**config.mk**
```make
export PLATFORM = sky130hd
export DESIGN_NAME = dmem_fetch_buf
export DESIGN_NICKNAME = d
export VERILOG_FILES = /design/src/rtl/fetch_pkg.sv /design/src/rtl/fetch_fifo.sv /design/src/rtl/dmem_fetch_buf.sv
export SDC_FILE = /design/constraint.sdc
export NUM_CORES = 1
export LEC_CHECK = 0
export CAP_MARGIN = 5
export CELL_PAD_IN_SITES_DETAIL_PLACEMENT = 1
export CELL_PAD_IN_SITES_GLOBAL_PLACEMENT = 2
export CORE_AREA = 3 3 158 160
export DETAILED_ROUTE_END_ITERATION = 8
export DIE_AREA = 0 0 161 163
export PLACE_DENSITY_LB_ADDON = 0.1
export SLEW_MARGIN = 30
export SYNTH_ARGS = -nofsm -noshare
export SYNTH_HDL_FRONTEND = slang
export SYNTH_HIERARCHICAL = 1
export SYNTH_SLANG_ARGS = --single-unit
```
**constraint.sdc**
```tcl
create_clock -name clk -period 3.78 [get_ports clk]
set_input_delay 0.756 -clock clk [delete_from_list [all_inputs] [get_ports clk]]
set_output_delay 0.756 -clock clk [all_outputs]
set_load 0.02 [all_outputs]
```
**src/rtl/fetch_pkg.sv**
```systemverilog
// Shared types and widths for the dmem fetch buffer and its FIFO.
package fetch_pkg;

    localparam int FETCH_ADDR_W = 7;
    localparam int FETCH_DATA_W = 64;

    typedef logic [FETCH_DATA_W-1:0] act_word_t;

    // Number of reads in flight; the valid pipe is at most two stages deep.
    function automatic logic [1:0] count_inflight(input logic [1:0] vpipe);
        return {1'b0, vpipe[0]} + {1'b0, vpipe[1]};
    endfunction

endpackage

```
**src/rtl/fetch_fifo.sv**
```systemverilog
// DEPTH x DATA_W register FIFO; full/empty come from the entry count, not pointer equality.
module fetch_fifo
    import fetch_pkg::*;
#(
    parameter int DATA_W = FETCH_DATA_W,
    parameter int DEPTH  = 4
) (
    input  logic                       clk,
    input  logic                       rst,
    input  logic                       flush,
    input  logic                       push,
    input  logic [DATA_W-1:0]          wdata,
    input  logic                       pop,
    output logic [DATA_W-1:0]          rdata,
    output logic                       not_empty,
    output logic [$clog2(DEPTH):0]     count
);

    localparam int PTR_W = $clog2(DEPTH);
    localparam int CNT_W = PTR_W + 1;

    logic [DATA_W-1:0] mem_q [DEPTH];
    logic [DATA_W-1:0] mem_d [DEPTH];
    logic [PTR_W-1:0]  wr_ptr_q, wr_ptr_d;
    logic [PTR_W-1:0]  rd_ptr_q, rd_ptr_d;
    logic [CNT_W-1:0]  count_q, count_d;
    logic              do_pop_s;

    // Next-state for storage, pointers and count; flush wins over push and pop.
    always_comb begin
        mem_d    = mem_q;
        wr_ptr_d = wr_ptr_q;
        rd_ptr_d = rd_ptr_q;
        count_d  = count_q;
        do_pop_s = pop && (count_q != CNT_W'(0));
        if (flush) begin
            wr_ptr_d = PTR_W'(0);
            rd_ptr_d = PTR_W'(0);
            count_d  = CNT_W'(0);
        end else begin
            if (push) begin
                mem_d[wr_ptr_q] = wdata;
                wr_ptr_d        = wr_ptr_q + PTR_W'(1);
            end else begin
                wr_ptr_d = wr_ptr_q;
            end
            if (do_pop_s) begin
                rd_ptr_d = rd_ptr_q + PTR_W'(1);
            end else begin
                rd_ptr_d = rd_ptr_q;
            end
            case ({push, do_pop_s})
                2'b10:   count_d = count_q + CNT_W'(1);
                2'b01:   count_d = count_q - CNT_W'(1);
                default: count_d = count_q;
            endcase
        end
    end

    // Control registers with synchronous reset.
    always_ff @(posedge clk) begin
        if (rst) begin
            wr_ptr_q <= PTR_W'(0);
            rd_ptr_q <= PTR_W'(0);
            count_q  <= CNT_W'(0);
        end else begin
            wr_ptr_q <= wr_ptr_d;
            rd_ptr_q <= rd_ptr_d;
            count_q  <= count_d;
        end
    end

    // Storage carries no reset; its contents are only observed behind a non-zero count.
    always_ff @(posedge clk) begin
        mem_q <= mem_d;
    end

    assign rdata     = mem_q[rd_ptr_q];
    assign not_empty = (count_q != CNT_W'(0));
    assign count     = count_q;

endmodule

```
**src/rtl/dmem_fetch_buf.sv**
```systemverilog
// Credit-based dmem read issue with a return FIFO toward the popcount array.
// Optional FETCH_STALL_CNT_EN adds a saturating consumer-stall counter output.
module dmem_fetch_buf
    import fetch_pkg::*;
#(
    parameter int ADDR_W = FETCH_ADDR_W,
    parameter int DATA_W = FETCH_DATA_W,
    parameter int DEPTH  = 4,
    parameter int RD_LAT = 1
) (
    input  logic                   clk,
    input  logic                   rst,
    input  logic                   flush,
    input  logic                   addr_valid,
    input  logic [ADDR_W-1:0]      addr,
    output logic                   addr_ready,
    output logic                   dmem_re,
    output logic [ADDR_W-1:0]      dmem_raddr,
    input  logic [DATA_W-1:0]      dmem_rdata,
    output logic                   act_valid,
    output logic [DATA_W-1:0]      act_data,
    input  logic                   act_ready,
    output logic [$clog2(DEPTH):0] occupancy
`ifdef FETCH_STALL_CNT_EN
   ,output logic [15:0]            stall_cnt
`endif
);

    localparam int CNT_W = $clog2(DEPTH) + 1;

    logic [RD_LAT-1:0] vpipe_q, vpipe_d;
    logic [RD_LAT:0]   vshift_s;
    logic [1:0]        inflight_s;
    logic [CNT_W:0]    used_s;
    logic [CNT_W-1:0]  count_s;
    logic              fire_s;
    logic              push_s;
    logic              pop_s;

    // Credit check and same-cycle read issue; a pop this cycle does not return a credit.
    always_comb begin
        inflight_s = count_inflight(2'(vpipe_q));
        used_s     = (CNT_W+1)'(count_s) + (CNT_W+1)'(inflight_s);
        addr_ready = !flush && (used_s < (CNT_W+1)'(DEPTH));
        fire_s     = addr_valid && addr_ready;
        dmem_re    = fire_s;
        if (fire_s) begin
            dmem_raddr = addr;
        end else begin
            dmem_raddr = ADDR_W'(0);
        end
    end

    // The valid pipe tracks reads until their data lands on dmem_rdata.
    always_comb begin
        vshift_s = {vpipe_q, fire_s};
        if (flush) begin
            vpipe_d = RD_LAT'(0);
        end else begin
            vpipe_d = vshift_s[RD_LAT-1:0];
        end
        push_s = vpipe_q[RD_LAT-1] && !flush;
        pop_s  = act_valid && act_ready;
    end

    // Valid pipe register.
    always_ff @(posedge clk) begin
        if (rst) begin
            vpipe_q <= RD_LAT'(0);
        end else begin
            vpipe_q <= vpipe_d;
        end
    end

    fetch_fifo #(
        .DATA_W (DATA_W),
        .DEPTH  (DEPTH)
    ) u_fifo (
        .clk       (clk),
        .rst       (rst),
        .flush     (flush),
        .push      (push_s),
        .wdata     (dmem_rdata),
        .pop       (pop_s),
        .rdata     (act_data),
        .not_empty (act_valid),
        .count     (count_s)
    );

    assign occupancy = count_s;

`ifdef FETCH_STALL_CNT_EN
    logic [15:0] stall_cnt_q, stall_cnt_d;

    // Count cycles where a word waits on the consumer, saturating at all-ones.
    always_comb begin
        if (flush) begin
            stall_cnt_d = 16'h0000;
        end else if (act_valid && !act_ready && (stall_cnt_q != 16'hFFFF)) begin
            stall_cnt_d = stall_cnt_q + 16'h0001;
        end else begin
            stall_cnt_d = stall_cnt_q;
        end
    end

    // Stall counter register.
    always_ff @(posedge clk) begin
        if (rst) begin
            stall_cnt_q <= 16'h0000;
        end else begin
            stall_cnt_q <= stall_cnt_d;
        end
    end

    assign stall_cnt = stall_cnt_q;
`endif

endmodule

```
==> flow_summary_export.csv <==
group,metric,value,unit
place,placed_cell_area,0.0119,mm^2
clock_tree,cts_setup_buffers,0,
critical_path,arrival,2.60,ns
clock_tree,cts_buffers,27,
critical_path,end_kind,"primary output",
critical_path,crit_required,3.02,ns
synthesis,seq_area_frac_synth,79.5,%
layout,fill_cells,2099,
clock_tree,htree_levels,1,
clock_tree,insertion_delay,0.53,ns
critical_path,crit_fanout,19,
layout,fin_nets,663,
sta,worst_pin_slew,0.770,ns
route,vias,4665,
clock_tree,clkSinkCount,264,
synthesis,avgSynthCellArea,24.3,um^2
power_and_ir_drop,p_comb_share,2.9,%
global_route,grt_pass1_wl,31.0,mm
global_route,grt_use_total,15.3,%
critical_path,cp_slowest_cell,"dfxtp_4",
synthesis,synthCells,406,
route,drc,0,
layout,multi_input_area,0.00188,mm^2
critical_path,start_kind,"flop",
job,max_cap_viol_count,0,
critical_path,critPathMaxStageDelay,0.58,ns
clock_tree,root_buffer,"clkbuf_16",
route,drt-initial-drc-count,359,
sta,hold_viol,0,
sta,finalSetupViolCount,0,
synthesis,synth.distinct_cells,29,
critical_path,worstSetupPathType,"flop to primary output",
min_path,hp-class,"flop to flop",
power_and_ir_drop,power.leakage,3.97,nW
sta,setup_tns,0,ns
sta,slew_headroom,48.6,%
synthesis,synthTopCellsByArea,"edfxtp_1 78%, mux4_2 15%, dfxtp_1 1.6%",
layout,drive_gt1_share,22.0,%
synthesis,ys_seq_elements,264,
sta,timing.fmax,298,MHz
sta,rsz0062_at_grt,"no",
route,drt_wl_total,19.9,mm
floorplanning,core,0.0235,mm^2
route,ant_nets,0,
synthesis,yosys.area.top_type,"edfxtp_1",
power_and_ir_drop,p_int,5.05,mW
power_and_ir_drop,switchingPower,1.12,mW
floorplanning,dieArea,0.0262,mm^2
place,portBuffers,152,
layout,n_antenna_cell,0,
floorplanning,design.portCount,153,
power_and_ir_drop,switching_share,18.1,%
global_route,grt-ovfl-total,0,
floorplanning,row_count,56,
clock_tree,cts.path.max_buffers,3,
floorplanning,initial_core_util,42.0,%
synthesis,synth_top_area_share,77.8,%
clock_tree,cts-resized-gates,0,
power_and_ir_drop,power_density,481,mW/mm^2
place,gp_congestion,0.741,
critical_path,crit_buf_inv,2,
floorplanning,fp.dieH,163,um
route,avgRoutedWirePerCell,21.7,um
clock_tree,hold_buffers,0,
sta,period_needed,3.36,ns
sta,finClkSkew,0.00943,ns
power_and_ir_drop,ir_worst_vdd,0.246,mV
synthesis,synth_warnings,6,
route,avgViaCountPerCell,5.07,
layout,fin_area,0.0128,mm^2
global_route,antenna_found_initial,1,
layout,syn2layout_area_growth,29.7,%
critical_path,crit_chain,"buf_4 > mux4_2 > clkdlybuf4s50_1",
layout,regArea,0.00786,mm^2
sta,finalMaxSlewViolations,0,
synthesis,syn-cell-area,0.00988,mm^2
power_and_ir_drop,clockPowerShare,44.9,%
synthesis,synth_nets,488,
place,hpwlAfterDp,12.4,mm
sta,timing.final.crit_share,88.9,%
power_and_ir_drop,seqPwrFrac,52.2,%
clock_tree,cts_tree,"yes",
global_route,grt_max_degree,47,
critical_path,crit_family,"buffers and inverters",
global_route,grt_pass1_vias,5363,
clock_tree,path_clk_slew,0.06,ns
status,status,"complete, no violations",
floorplanning,die_w,161,um
route,drt_pass1_iterations,4,
[power by group through the flow]
stage	Combinational [mW]	Clock [mW]	Sequential (mW)
after floorplan	0.0412	0	3.28
after global placement	0.176	0	3.28
after detailed placement	0.182	0	3.28
after CTS	0.184	2.84	3.22
after global routing	0.194	2.97	3.22
final	0.180	2.77	3.22
[state kept, by name, summed over array words and instances, names as in the netlist]
signal           cells
u_fifo/count         3
u_fifo/rd_ptr_q      2
vpipe_q              1
u_fifo/wr_ptr_q      2
u_fifo/mem_q       256
[worst reg2reg max path, delay by kind of cell, from the launching register on]
family	cells	cell delay, ns
AND/OR/NAND/NOR	3	0.71
flip-flops	1	0.82
XOR/XNOR	1	0.16
AO/OA/AOI/OAI	2	0.34
adder cells (fa/ha/maj)	2	0.57
buffers and inverters	1	0.07
[per-layer routing]
metal	routed length, um	global-route usage [%]
met1	8200	19.6
met2	10100	26.5
met3	1280	3.99
met4	322	3.68
met5	13	0
[metrics by stage]
step           std cells  hold WS, ns  utilization, %  setup WS (ns)  total power [mW]
2_1_floorplan        406        0.514               -          0.597              3.32
3_3_place_gp         871        0.546            50.4          0.493              3.45
3_5_place_dp         871        0.571            50.4          0.414              3.46
4_1_cts              920        0.581            54.4          0.341              6.24
5_1_grt              920        0.613            54.4          0.272              6.38
6_report             920        0.570            54.4          0.421              6.16
[cells in the mapped netlist]
cell type	count
edfxtp_1	256
mux4_2	64
buf_2	8
dfxtp_1	8
nor2_1	8
nand2_1	7
nor4_2	7
buf_6	6
inv_1	6
and2_1	5
ha_1	5
clkbuf_1	3
xor2_1	3
a21oi_1	2
buf_4	2
or3_1	2
xnor2_1	2
and3_1	1
fa_1	1
mux2i_1	1
nand2b_1	1
nor2b_1	1
nor3_1	1
nor4_4	1
nor4b_4	1
o21ai_0	1
o311ai_1	1
o31a_1	1
or2_2	1
[logic make-up after synthesis]
family / count (synthesis) / synth area share [%]
buffers and inverters: 25 / 1.58
AOI/OAI and AO/OA: 5 / 0.329
muxes: 65 / 14.7
xor gates and xnor gates: 5 / 0.443
adders and majority gates: 6 / 0.836
DFF: 264 / 79.5
and+or+nand+nor: 36 / 2.66
[cells in the final DEF, fill, tap and decap left out, drive strengths merged, types with 3 or more instances in the layout]
master         synthesis  routed
and2                   5       5
buf                   16      13
bufinv                 0       5
clkbuf                 3      38
clkdlybuf4s50          0     152
clkinv                 0       4
dfxtp                  8       8
edfxtp               256     256
ha                     5       5
inv                    6       7
mux4                  64      64
nand2                  7       7
nor2                   8       8
nor4                   8       8
xor2                   3       3
[final timing paths]
kind,cells after the start,endpoint,slack [ns],startpoint
setup reg to reg,9,u_fifo/count[2],1.07,u_fifo/count[2]
hold reg to reg,2,u_fifo/wr_ptr_q[0],0.57,u_fifo/wr_ptr_q[0]
hold / removal,2,u_fifo/wr_ptr_q[0],0.57,u_fifo/wr_ptr_q[0]
setup / recovery,3,act_data[35],0.42,u_fifo/rd_ptr_q[0]
[cell type report]
type | count | area share, %
flip-flops and latches | 264 | 61.3
multi-input cells | 117 | 14.7
repair buffers | 165 | 13.3
clock buffers | 38 | 5.91
well taps | 319 | 3.12
clock inverters | 11 | 1.43
inverters | 6 | 0.176
Note: power is estimated with default switching activity, not from simulation.
